<file path="config.mk">
export PLATFORM = sky130hd
export DESIGN_NAME = memory_arbiter
export DESIGN_NICKNAME = d
export VERILOG_FILES = /design/src/rtl/memory_arbiter.sv
export SDC_FILE = /design/constraint.sdc
export NUM_CORES = 1
export LEC_CHECK = 0
export BUFFER_PORTS_ARGS = -buffer_cell sky130_fd_sc_hd__buf_2
export CORE_UTILIZATION = 28
export DETAILED_ROUTE_END_ITERATION = 6
export PLACE_DENSITY = 0.77
export SYNTH_ARGS = -nofsm -noshare
export SYNTH_HDL_FRONTEND = slang
export SYNTH_SLANG_ARGS = --single-unit
</file>
<file path="constraint.sdc">
create_clock -name clock -period 1.3 [get_ports clock]
set_clock_uncertainty 0.2 [all_clocks]
set_input_delay 0.065 -clock clock [delete_from_list [all_inputs] [get_ports clock]]
set_output_delay 0.065 -clock clock [all_outputs]
set_load 0.01 [all_outputs]
</file>
<file path="src/rtl/memory_arbiter.sv">
// Round-robin arbiter sharing one async-memory request port between INPUTS
// requesters; one transaction in flight, grant held until it completes.
module memory_arbiter #(
  parameter int unsigned INPUTS     = 2,
  parameter int unsigned ADDR_WIDTH = 7,
  parameter int unsigned DATA_WIDTH = 16
) (
  input  logic                         clock,
  input  logic                         reset,
  input  logic [INPUTS-1:0]            io_in_rd,
  input  logic [INPUTS-1:0]            io_in_wr,
  input  logic [INPUTS*ADDR_WIDTH-1:0] io_in_addr,
  input  logic [INPUTS*DATA_WIDTH-1:0] io_in_din,
  output logic [DATA_WIDTH-1:0]        io_in_dout,
  output logic [INPUTS-1:0]            io_in_wait_n,
  output logic [INPUTS-1:0]            io_in_valid,
  output logic                         io_out_rd,
  output logic                         io_out_wr,
  output logic [ADDR_WIDTH-1:0]        io_out_addr,
  output logic [DATA_WIDTH-1:0]        io_out_din,
  input  logic [DATA_WIDTH-1:0]        io_out_dout,
  input  logic                         io_out_wait_n,
  input  logic                         io_out_valid
);

  localparam int unsigned GW     = (INPUTS > 1) ? $clog2(INPUTS) : 1;
  localparam int unsigned NSLOT  = 1 << GW;
  localparam int unsigned AW_PAD = NSLOT * ADDR_WIDTH;
  localparam int unsigned DW_PAD = NSLOT * DATA_WIDTH;

  typedef enum logic [1:0] {
    IDLE      = 2'd0,
    BUSY      = 2'd1,
    READ_WAIT = 2'd2
  } state_e;

  state_e          state_q, state_d;
  logic [GW-1:0]   grant_q, grant_d;
  logic [GW-1:0]   last_q,  last_d;

  // Ports padded up to a power of two so grant_q can index without range holes.
  logic [NSLOT-1:0]      rd_pad, wr_pad, req_pad;
  logic [NSLOT-1:0]      wait_pad, valid_pad;
  logic [AW_PAD-1:0]     addr_pad;
  logic [DW_PAD-1:0]     din_pad;
  logic [ADDR_WIDTH-1:0] addr_a [NSLOT];
  logic [DATA_WIDTH-1:0] din_a  [NSLOT];
  logic                  sel_rd, sel_wr;
  logic                  found;
  logic [GW-1:0]         scan;
  logic [GW-1:0]         pick;

  assign io_in_dout = io_out_dout;

  always_ff @(posedge clock) begin
    if (!reset) begin
      state_q <= IDLE;
      grant_q <= '0;
      last_q  <= GW'(INPUTS - 1);
    end else begin
      state_q <= state_d;
      grant_q <= grant_d;
      last_q  <= last_d;
    end
  end

  always_comb begin
    rd_pad   = NSLOT'(io_in_rd);
    wr_pad   = NSLOT'(io_in_wr);
    req_pad  = rd_pad | wr_pad;
    addr_pad = AW_PAD'(io_in_addr);
    din_pad  = DW_PAD'(io_in_din);
    for (int unsigned i = 0; i < NSLOT; i++) begin
      addr_a[i] = addr_pad[i*ADDR_WIDTH +: ADDR_WIDTH];
      din_a[i]  = din_pad[i*DATA_WIDTH +: DATA_WIDTH];
    end
  end

  // First requester after the last granted one, wrapping modulo INPUTS.
  always_comb begin
    found = 1'b0;
    pick  = '0;
    scan  = '0;
    for (int unsigned k = 1; k <= INPUTS; k++) begin
      scan = GW'((32'(last_q) + k) % INPUTS);
      if (!found && req_pad[scan]) begin
        found = 1'b1;
        pick  = scan;
      end
    end
  end

  always_comb begin
    state_d     = state_q;
    grant_d     = grant_q;
    last_d      = last_q;
    wait_pad    = '0;
    valid_pad   = '0;
    io_out_rd   = 1'b0;
    io_out_wr   = 1'b0;
    io_out_addr = '0;
    io_out_din  = '0;
    sel_rd      = rd_pad[grant_q];
    sel_wr      = wr_pad[grant_q] & ~rd_pad[grant_q];

    case (state_q)
      IDLE: begin
        if (found) begin
          grant_d = pick;
          last_d  = pick;
          state_d = BUSY;
        end
      end
      BUSY: begin
        io_out_rd   = sel_rd;
        io_out_wr   = sel_wr;
        io_out_addr = addr_a[grant_q];
        io_out_din  = din_a[grant_q];
        // A requester that withdraws before acceptance gets no strobe.
        wait_pad[grant_q] = io_out_wait_n & (sel_rd | sel_wr);
        if (!(sel_rd | sel_wr)) begin
          state_d = IDLE;
        end else if (io_out_wait_n) begin
          if (sel_rd) begin
            if (io_out_valid) begin
              valid_pad[grant_q] = 1'b1;
              state_d            = IDLE;
            end else begin
              state_d = READ_WAIT;
            end
          end else begin
            state_d = IDLE;
          end
        end
      end
      READ_WAIT: begin
        valid_pad[grant_q] = io_out_valid;
        if (io_out_valid) begin
          state_d = IDLE;
        end
      end
      default: begin
        state_d = IDLE;
      end
    endcase

    // Strobes and bus are silenced while reset is held; dout still follows memory.
    if (!reset) begin
      wait_pad    = '0;
      valid_pad   = '0;
      io_out_rd   = 1'b0;
      io_out_wr   = 1'b0;
      io_out_addr = '0;
      io_out_din  = '0;
    end

    io_in_wait_n = wait_pad[INPUTS-1:0];
    io_in_valid  = valid_pad[INPUTS-1:0];
  end

endmodule

</file>
==> flow_summary.yaml <==
outcome:
  status: "complete, but fails checks"
  violations: "setup timing"
sta:
  hold_viol: 0
  max_slew.worst_pin.slew_ns: 0.313
  setup_violations: 33
  drv_slew: 0
  fmax_ghz: 0.602
  worst_slack_ns: -0.361
  rsz0062_at_grt: "yes"
  period_share: 1.28
  max-slew-margin-rel: 0.790
  finalCriticalPeriod_ns: 1.66
layout:
  nFillCells: 255
  stdcell_area_um2: 1620
  area_delta_synth_final_pct: 93.9
  nNetsFinal: 286
  diodes: 0
  instances_no_fill: 242
  drive_gt1_frac: 0.668
place:
  dp_hpwl_mm: 2.24
  dp_slack_ns: -0.165
  port_buffers: 82
  place_area_um2: 1310
  dp.cells: 219
  place_congestion: 0.803
detailed_routing:
  drt-initial-drc-count: 37
  wl_mm: 3.14
  firstDrtPassIters: 3
  vias_per_cell: 4.74
  num_vias: 1146
  wl_per_cell_um: 13.0
  ant_nets: 0
  drc: 0
yosys:
  async_flop_share: 0
  synthDistinctLibCells: 25
  yosysWarnings: 0
  syn_nets: 190
  post-synth-top-count-cell: "nor2_1"
  ys_seq_elements: 4
  synth_top_cell_area_share: 0.300
  synth_ff_type: "dfxtp_1"
  ys_top_cells_by_area: "mux2i_1 30%, buf_4 14%, nor2_1 13%, dfxtp_1 9.6%, ha_1 4.5%"
  synth_edf_count: 0
  syn-instance-count: 117
  yosys-top-cells-count: "30 x nor2_1, 25 x mux2i_1, 16 x buf_4"
  ys_seq_area_frac: 0.0960
  synth_top_area_cell: "mux2i_1"
  syn_area_per_cell_um2: 7.13
  synth_area_um2: 835
setup_path:
  cp-start-kind: "flip-flop"
  slowest_stage: "dfxtp_4"
  critPathKind: "reg2out"
  crit_path_end_kind: "primary output"
  worst-endpoint-arrival_ns: 1.40
  slowest_delay_ns: 0.36
  path_cells: "inv_4 > buf_4 > ha_4 > o2111ai_4 > nor2_2 > buf_2"
  critPathMaxFanout: 3
  cp.buffers_inverters: 3
  cp.required_ns: 1.03
  critPathTopFamily: "flip-flops"
global_route:
  grt.overflow.total: 0
  grt_max_degree: 16
  globalRouteMet2Util: 0.360
  globalRoute.busiestLayer: "met2"
  grt_pass1_vias: 1153
  met3_usage: 0.0507
  grt_use_total: 0.189
  grt_pass1_wl_mm: 4.75
  antenna_found_initial: 0
  grtUsageMet1: 0.195
floorplan:
  dieArea_um2: 3200
  coreArea_um2: 2780
  die-width_um: 56.6
  io_pins: 115
  die_y_um: 56.6
  start_util: 0.300
  rows: 19
power:
  leakage_nw: 0.795
  p_per_area_nw_per_um2: 1050
  vdd.ir_drop.worst_mv: 0.866
clock_network:
  numCtsBuffers: 3
  clkTransAtPathRegs_ns: 0.04
  htreeDepth: 1
  clock_tree.root_cell: "clkbuf_4"
  insertion_delay_ns: 0.25
  cts.path.max_buffers: 2
  cts_sinks: 4
  cts_tree: "built"
hold_path:
  hold_path.class: "in2reg"
job:
  drv_cap: 0
## layout by cell type, fill, tap and decap left out, drive strengths merged
cell type	Yosys	final
a2bb2oi	1	1
a31oi	1	1
a32o	1	1
a41oi	1	1
and2	1	1
buf	23	97
clkbuf	0	3
dfxtp	4	4
dlygate4sd3	0	17
ha	3	3
inv	6	6
mux2i	25	25
nand2	8	8
nand3	1	1
nor2	31	31
nor2b	1	1
nor3	2	2
o2111ai	1	1
o211ai	1	1
o21ai	5	5
o32a	1	1
## sequential cells by signal, summed over array words and instances, names as in the netlist
name	flops
last_q	1
state_q	2
grant_q	1
## final cells by class
class | instances | area [µm²] | share of cell area
flip-flops and latches | 4 | 91.3 | 0.0565
well taps | 31 | 38.8 | 0.0240
inverters | 6 | 25.0 | 0.0155
clock buffers | 3 | 22.5 | 0.0139
multi-input cells | 84 | 707 | 0.437
repair buffers | 114 | 733 | 0.453
## final timing paths
check,from,to,slack [ns],cells after the start
setup / recovery,state_q[1]$_SDFFE_PN0P_,io_in_valid[1],-0.36,6
hold / removal,reset,state_q[1]$_SDFFE_PN0P_,0.10,3
setup reg to reg,state_q[1]$_SDFFE_PN0P_,state_q[1]$_SDFFE_PN0P_,-0.32,6
hold reg to reg,last_q$_SDFFE_PN1P_,last_q$_SDFFE_PN1P_,0.29,1
## report_power, final
| part | total (mW) | switching [mW] | internal [mW] |
|---|---|---|---|
| Clock | 0.173 | 0.0686 | 0.104 |
| Combinational | 1.30 | 0.615 | 0.685 |
| Sequential | 0.218 | 0.0444 | 0.174 |
| Total | 1.69 | 0.728 | 0.963 |
## layer usage
metal | vias to the layer above | wire length (µm)
met5 | - | 0
met4 | 0 | 53
met3 | 7 | 228
met2 | 62 | 1720
met1 | 506 | 1140
li1 | 571 | -
## worst register-to-register path, delay by kind of cell (launching register included)
family | cells | cell delay (ns)
AOI/OAI and AO/OA | 3 | 0.66
buffers and inverters | 2 | 0.17
adders and majority gates | 1 | 0.15
DFF | 1 | 0.36
## logic make-up (layout without fill, tap and decap cells)
family | count (synthesis) | in the layout | share of synthesized area
AO/OA/AOI/OAI | 12 | 12 | 0.120
adder cells (fa/ha/maj) | 3 | 3 | 0.0450
buffers and inverters | 29 | 123 | 0.225
flip-flops | 4 | 4 | 0.0960
multiplexers | 25 | 25 | 0.300
AND/OR/NAND/NOR | 44 | 44 | 0.214
## stage by stage
stage | util | total power, mW | hold WS, ns | setup TNS (ns)
floorplan | - | 0.925 | 0.0218 | -0.952
finish | 0.582 | 1.69 | 0.102 | -9.38
detailed placement | 0.470 | 1.27 | -0.0699 | -3.15
CTS | 0.558 | 1.58 | 0.0443 | -8.54
global placement | 0.470 | 1.26 | -0.0699 | -2.85
global route | 0.582 | 1.81 | 0.124 | -11.09
## repair_timing
| item | 4_1_cts | 5_1_grt |
|---|---|---|
| endpoints found under the setup margin | 33 | 33 |
| hold buffers | 17 | 0 |
| setup buffers | 1 | 2 |
| pin swaps | 1 | 8 |
| hold endpoints to repair | 20 | 0 |
| resized for setup | 11 | 14 |
Power figures use the tool's default switching activity.
